==> config.mk <==
export PLATFORM = sky130hd
export DESIGN_NAME = mem_port_arbiter
export DESIGN_NICKNAME = d
export VERILOG_FILES = /design/src/rtl/mem_port_arbiter.sv
export SDC_FILE = /design/constraint.sdc
export NUM_CORES = 1
export LEC_CHECK = 0
export ABC_AREA = 1
export ABC_CLOCK_PERIOD_IN_PS = 2100
export CELL_PAD_IN_SITES_DETAIL_PLACEMENT = 0
export CELL_PAD_IN_SITES_GLOBAL_PLACEMENT = 1
export CORE_MARGIN = 2
export CORE_UTILIZATION = 11
export CTS_CLUSTER_SIZE = 16
export DETAILED_ROUTE_END_ITERATION = 16
export GPL_ROUTABILITY_DRIVEN = 0
export HOLD_SLACK_MARGIN = 0.1
export PLACE_DENSITY_LB_ADDON = 0.1
export SLEW_MARGIN = 15
export SYNTH_ARGS = -nofsm -noshare
export SYNTH_HDL_FRONTEND = slang
export SYNTH_SLANG_ARGS = --single-unit
==> constraint.sdc <==
create_clock -name CLK -period 2.1 [get_ports CLK]
set_input_delay 0.63 -clock CLK [delete_from_list [all_inputs] [get_ports CLK]]
set_output_delay 0.63 -clock CLK [all_outputs]
set_load 0.05 [all_outputs]
==> src/rtl/mem_port_arbiter.sv <==
// Shares the single-port data block memory between instruction fetch and load/store.
// Data has priority; a saturating starvation counter forces a fetch win after STARVE_MAX losses.
module mem_port_arbiter #(
   parameter int ADDR_W     = 5,
   parameter int DATA_W     = 32,
   parameter int STARVE_MAX = 3
) (
   input  logic              CLK,
   input  logic              RST,
   input  logic              IF_REQ,
   input  logic [ADDR_W-1:0] IF_ADDR,
   input  logic              IF_FLUSH,
   output logic              IF_GNT,
   output logic              IF_RVALID,
   output logic [DATA_W-1:0] IF_RDATA,
   input  logic              D_REQ,
   input  logic              D_WE,
   input  logic [ADDR_W-1:0] D_ADDR,
   input  logic [DATA_W-1:0] D_WDATA,
   output logic              D_GNT,
   output logic              D_RVALID,
   output logic [DATA_W-1:0] D_RDATA,
   output logic [ADDR_W-1:0] MEM_ADDR,
   output logic              MEM_WE,
   output logic [DATA_W-1:0] MEM_WDATA,
   input  logic [DATA_W-1:0] MEM_RDATA
);

   localparam int            CW   = $clog2(STARVE_MAX + 1);
   localparam logic [CW-1:0] CMAX = CW'(STARVE_MAX);

   logic [CW-1:0] starve_cnt;
   logic          if_pend, d_pend;
   logic          if_live, force_if;

   // A flushed fetch is treated as absent: it neither wins nor accrues starvation.
   assign if_live  = IF_REQ & ~IF_FLUSH;
   assign force_if = if_live & (starve_cnt == CMAX);

   always_comb begin
      IF_GNT = ~RST & (force_if | (if_live & ~D_REQ));
      D_GNT  = ~RST & D_REQ & ~force_if;
   end

   always_comb begin
      MEM_ADDR  = '0;
      MEM_WE    = 1'b0;
      MEM_WDATA = '0;
      if (IF_GNT) begin
         MEM_ADDR = IF_ADDR;
      end else if (D_GNT) begin
         MEM_ADDR  = D_ADDR;
         MEM_WE    = D_WE;
         MEM_WDATA = D_WDATA;
      end
   end

   always_ff @(posedge CLK) begin
      if (RST) begin
         if_pend    <= 1'b0;
         d_pend     <= 1'b0;
         starve_cnt <= '0;
      end else begin
         if_pend <= IF_GNT & ~IF_FLUSH;
         d_pend  <= D_GNT & ~D_WE;
         if (IF_GNT || !IF_REQ || IF_FLUSH)
            starve_cnt <= '0;
         else if (starve_cnt != CMAX)
            starve_cnt <= starve_cnt + 1'b1;
      end
   end

   // Return path is masked by reset so a read in flight when reset hits never surfaces.
   always_comb begin
      IF_RVALID = ~RST & if_pend & ~IF_FLUSH;
      D_RVALID  = ~RST & d_pend;
      IF_RDATA  = IF_RVALID ? MEM_RDATA : '0;
      D_RDATA   = D_RVALID  ? MEM_RDATA : '0;
   end

endmodule
==> metrics.txt, run 1 <==
Setup WS pre-CTS -0.449 ns; vias per cell 3.77; core footprint roughly 9000 µm²; GRT Overall Usage between 10% and 20%; Tcrit/Tclk final 102%; Max Transition Viols Final 0; Syn Inst Count roughly 220; root buffer cell clkbuf_8; RSZ-0062 raised after global routing yes; port bufs 185; Worst Path Required between 1 and 1.5 ns; Worst VDD drop approximately 140 µV; Area Growth Syn to Fin 414%; most frequent cells in the layout buf_12, nor2_4, clkdlybuf4s50_1; Slew HR between 80 and 90%; fin util a little under 60%; layout cells sized above 1 65.3%; status finished with violations; row cnt 35; routed len/inst 12.9 µm; Clock Latency Late Sink approximately 0.22 ns; Ys Warns 0; distinct cell type count after synthesis 16; ANT nets after route 0; WS Path Type input pin to output port; num ports approximately 190; most common cell after layout, fill and taps aside buf_12; crit end category output port; hold_buf cts 0; Worst Path Arrival between 1.5 and 2 ns; failing checks setup timing; Peak Freq 467 MHz; r2r startpoint starve_cnt[1]; Antenna Cells 0; Synth Cell Area 1030 µm²; Pleak 2.22 nW; chip width between 100 and 150 µm; initial antenna violation count 0; Critical R2R Capture starve_cnt[1]; CTS Buf Count 3; register-to-register setup slack 0.99 ns; worst min path class flip-flop to flip-flop; final setup skew between 0.0015 and 0.002 ns; Min-Delay Endpoint starve_cnt[0]; hold path cells 1; Fin. Hold Viols 0; final wirelength about 7000 µm; post-layout min period roughly 2.1 ns; H-tree depth 1; Synth Area per Inst around 4.8 µm²; vias in the first global route 2145; setup ws final -0.0414 ns; Worst Path Max Fanout 7; post-synthesis sequential area ratio around 7.7%; number of fillers in the final layout 777; Clock Path Buffers 2; P per Cell Area between 150 and 200 nW/µm²; Synth Register Bits 4; CTS tree yes; DRT Pass-1 Iters 4; largest net degree at the start of global routing 10; worst reg2reg path depth 5; post-route DRC violation count 0; area of the die 10200 µm²; final setup fails 63; Starting DRT DRC Count 28; Worst Tran Pin Value approximately 0.21 ns; Layout Nets a little over 500; number of max-cap violations 0; Sink Count 4; Synthesized Nets approximately 300; clock slew at reported path FFs around 0.030 ns; global-route wire length before repair between 10000 and 15000 µm; total power 1.05 mW; hold_sp starve_cnt[0]; Final HPWL DP around 5200 µm; Vias between 2000 and 2500; Startpoint Class input pin; die height roughly 100 µm; gr ovfl total 0; Starting Density 11.2%
how the worst max path moves through the flow:
stage | slack (ns) | startpoint | end
6_report | -0.04 | IF_FLUSH | IF_RDATA[5]
5_1_grt | -0.08 | IF_FLUSH | IF_RDATA[1]
4_1_cts | -0.06 | IF_FLUSH | IF_RDATA[8]
3_5_place_dp | -0.45 | IF_FLUSH | IF_RDATA[26]
3_3_place_gp | -0.43 | IF_REQ | D_GNT
2_1_floorplan | -0.22 | IF_FLUSH | IF_RDATA[22]
synth_stat cells (all sizes together):
cell / count / area [µm²]
buf: 9 / 101
nor3: 1 / 5.00
nand2: 14 / 62.6
nor2: 101 / 392
inv: 73 / 274
nand3: 7 / 60.1
nor3b: 2 / 15.0
nand4: 5 / 31.3
dfxtp: 4 / 80.1
ha: 1 / 12.5
where the power goes:
group	total, mW	switching (mW)	internal [mW]
registers	0.0807	0.00226	0.0784
clock network	0.163	0.0404	0.122
logic	0.806	0.403	0.404
total	1.05	0.445	0.604
critical path: stages:
cell	delay, ns
buf_6	0.10
inv_4	0.05
buf_6	0.09
nand3_4	0.07
buf_12	0.15
buf_16	0.15
nor2_4	0.12
buf_12	0.14
final cells by class:
type / instances / area [µm²] / share of cell area (%)
clock buffers: 3 / 41.3 / 0.777
multi-input cells: 131 / 1360 / 25.5
inverters: 73 / 292 / 5.49
repair buffers: 215 / 3400 / 64.1
well taps: 111 / 139 / 2.61
flip-flops and latches: 4 / 80.1 / 1.51
timing repair:
item                                    in CTS  in global routing
pin swaps                                   16                 28
endpoints found under the hold margin        0                  0
gates resized for setup                    145                 45
endpoints found under the setup margin     106                100
cloned                                       6                  1
setup buffers                                4                  0
routing by layer:
layer | routed length [µm] | part of all wire, % | GRT usage, % | up-vias
li1 | - | - | - | 1020
met1 | 2330 | 34 | 14.6 | 880
met2 | 3830 | 55 | 25.3 | 120
met3 | 760 | 11 | 4.85 | 2
met4 | 15 | 0.22 | 1.35 | 0
met5 | 0 | 0 | 0 | -
registers in the layout, indices dropped and copies added, names as in the netlist:
signal and count:
if_pend 1, starve_cnt 2, d_pend 1
metrics by stage:
stage,std cells,area [µm²],hold WS (ns),setup TNS (ns)
floorplan,217,1340,0.404,-6.72
global placement,523,4460,0.422,-40.91
detailed placement,523,4460,0.421,-42.32
CTS,536,5190,0.427,-1.76
global route,537,5310,0.516,-3.59
finish,537,5310,0.487,-1.10
cells by family after synthesis:
group	count (synthesis)	share of synthesized area, %
flip-flops	4	7.75
AND/OR/NAND/NOR	130	54.7
buffers and inverters	82	36.3
adder cells (fa/ha/maj)	1	1.21
No activity file was read; power rests on OpenSTA's default activity.
==> run 2: changes to the inputs <==
--- a/config.mk
+++ b/config.mk
@@ -7,6 +7,7 @@
 export LEC_CHECK = 0
 export ABC_AREA = 1
 export ABC_CLOCK_PERIOD_IN_PS = 2100
+export CAP_MARGIN = 20
 export CELL_PAD_IN_SITES_DETAIL_PLACEMENT = 0
 export CELL_PAD_IN_SITES_GLOBAL_PLACEMENT = 1
 export CORE_MARGIN = 2
@@ -16,6 +17,8 @@
 export GPL_ROUTABILITY_DRIVEN = 0
 export HOLD_SLACK_MARGIN = 0.1
 export PLACE_DENSITY_LB_ADDON = 0.1
+export RECOVER_POWER = 100
+export REMOVE_ABC_BUFFERS = 1
 export SLEW_MARGIN = 15
 export SYNTH_ARGS = -nofsm -noshare
 export SYNTH_HDL_FRONTEND = slang
==> metrics.txt, run 2 (same netlist as run 1, synthesis figures left out) <==
share of power burned in registers about 8%; max FFs per register 2; setup ws final -0.00102 ns; most frequent cells in the layout nor2_4, buf_12, clkdlybuf4s50_1; Antenna Cells 0; DRT Pass-1 Iters 3; P per Cell Area between 150 and 200 nW/µm²; layout cells sized above 1 67.4%; Sink Count 4; core footprint around 9200 µm²; GR met2 Demand/Resource ~28%; status finished with violations; GR peak layer met2; register with the most flip-flops starve_cnt; Worst Path Required about 1.5 ns; CTS Buf Count 3; die height 101 µm; row cnt 35; RSZ-0062 raised after global routing yes; Min-Delay Endpoint starve_cnt[0]; Pleak roughly 2.1 nW; post-layout min period between 2 and 2.5 ns; CTS tree yes; vias in the first global route 2341; Int Pwr 0.569 mW; ANT nets after route 0; biggest regs starve_cnt x2, d_pend x1, if_pend x1; chip width about 100 µm; root buffer cell clkbuf_8; clock slew at reported path FFs around 0.03 ns; area of the die just over 10000 µm²; register-to-register setup slack 0.76 ns; hold_buf cts 0; storage element area between 80 and 90 µm²; final setup skew just over 0.003 ns; Final HPWL DP between 5000 and 6000 µm; Vias approximately 2100; r2r startpoint starve_cnt[1]; sw frac roughly 44%; Startpoint Class input pin; hold_sp starve_cnt[0]; dpl cell area 4130 µm²; port bufs approximately 190; most common cell after layout, fill and taps aside nor2_4; crit end category output port; final setup fails 1; hold path cells 1; total power between 1 and 1.5 mW; WS Path Type input pin to output port; final wirelength ~7600 µm; multi-input logic area roughly 1400 µm²; worst min path class flip-flop to flip-flop; Max Transition Viols Final 0; Worst VDD drop roughly 180 µV; Worst Tran Pin Value about 0.18 ns; Worst Path Arrival around 1.5 ns; Slew HR ~88%; number of max-cap violations 0; num ports about 190; Clock Path Buffers 2; gr ovfl total 0; failing checks setup timing; final instance area just over 5000 µm²; global-route wire length before repair approximately 12000 µm; combinational share of power approximately three quarters; Starting DRT DRC Count 38; H-tree depth 1; routed len/inst about 14 µm; initial antenna violation count 0; largest net degree at the start of global routing 11; post-route DRC violation count 0; NetSw approximately 0.44 mW; vias per cell 3.90; GRT Overall Usage between 10% and 20%; Starting Density 11.2%; Tcrit/Tclk final 100%; Layout Nets 515; Worst Path Max Fanout 8; Clock Latency Late Sink 0.22 ns; GR Util met3 under 10%; Fin. Hold Viols 0; clock share of power 16.0%; routing usage on met1 around 15%; hold_ws 0.439 ns; worst reg2reg path depth 7; Critical R2R Capture d_pend; Area Growth Syn to Fin 390%; number of fillers in the final layout 821; Peak Freq around 480 MHz
==> run 2: cell count changes in the layout (fill, tap and decap cells not counted), moves of 5 or more <==
cell,delta
buf_12,-29
clkbuf_8,+21
buf_4,+10
nor2_2,+6
nor2_4,-6
buf_16,-5
nand3_1,-5
nand3_2,+5
==> run 2: how the worst max path moves through the flow <==
stage,start,end,slack [ns],cells past startpoint
4_1_cts,IF_FLUSH,IF_RDATA[16],-0.01,7
3_5_place_dp,RST,MEM_WDATA[26],-0.53,5
3_3_place_gp,IF_FLUSH,MEM_WDATA[8],-0.53,6
6_report,RST,MEM_ADDR[0],-0.001,7
5_1_grt,D_REQ,MEM_ADDR[0],-0.04,8
2_1_floorplan,IF_FLUSH,IF_GNT,-0.57,3
==> run 2: final cells by class <==
type | count | area share (%)
Tap cell | 111 | 2.74
Multi-Input combinational cell | 137 | 28.5
Clock buffer | 3 | 0.815
Inverter | 73 | 5.85
Timing Repair Buffer | 215 | 60.5
Sequential cell | 4 | 1.60
==> run 2: power groups by stage <==
stage / Sequential, mW / Clock [mW] / Combinational (mW)
detailed placement: 0.0805 / 0 / 0.640
global route: 0.0803 / 0.173 / 0.809
finish: 0.0801 / 0.162 / 0.770
CTS: 0.0798 / 0.166 / 0.781
global placement: 0.0805 / 0 / 0.637
floorplan: 0.0803 / 0 / 0.244
==> run 2: timing repair <==
item	in CTS	in global routing
pin swaps	36	35
gates cloned	9	0
setup buffers	11	1
setup endpoints to repair	106	83
resized for setup	235	56
==> run 2: routing by layer <==
layer | vias up | wire length, µm
li1 | 1044 | -
met1 | 927 | 2490
met2 | 139 | 4040
met3 | 8 | 956
met4 | 0 | 102
met5 | - | 0
==> run 2: per-stage QoR <==
| step | TNS, ns | setup slack (ns) | cells | utilization [%] |
|---|---|---|---|---|
| after global routing | -1.16 | -0.0405 | 543 | 55.1 |
| after floorplan | -25.69 | -0.566 | 208 | - |
| after detailed placement | -50.82 | -0.533 | 522 | 44.9 |
| final | -0.00102 | -0.00102 | 543 | 55.1 |
| after CTS | -0.0217 | -0.0108 | 545 | 56.6 |
| after global placement | -50.86 | -0.529 | 522 | 44.9 |
==> run 2: critical path, cell delays in order <==
cell	delay [ns]
buf_6	0.12
nor2_4	0.09
buf_12	0.19
buf_8	0.14
nand3_2	0.07
nand2_2	0.09
buf_12	0.13
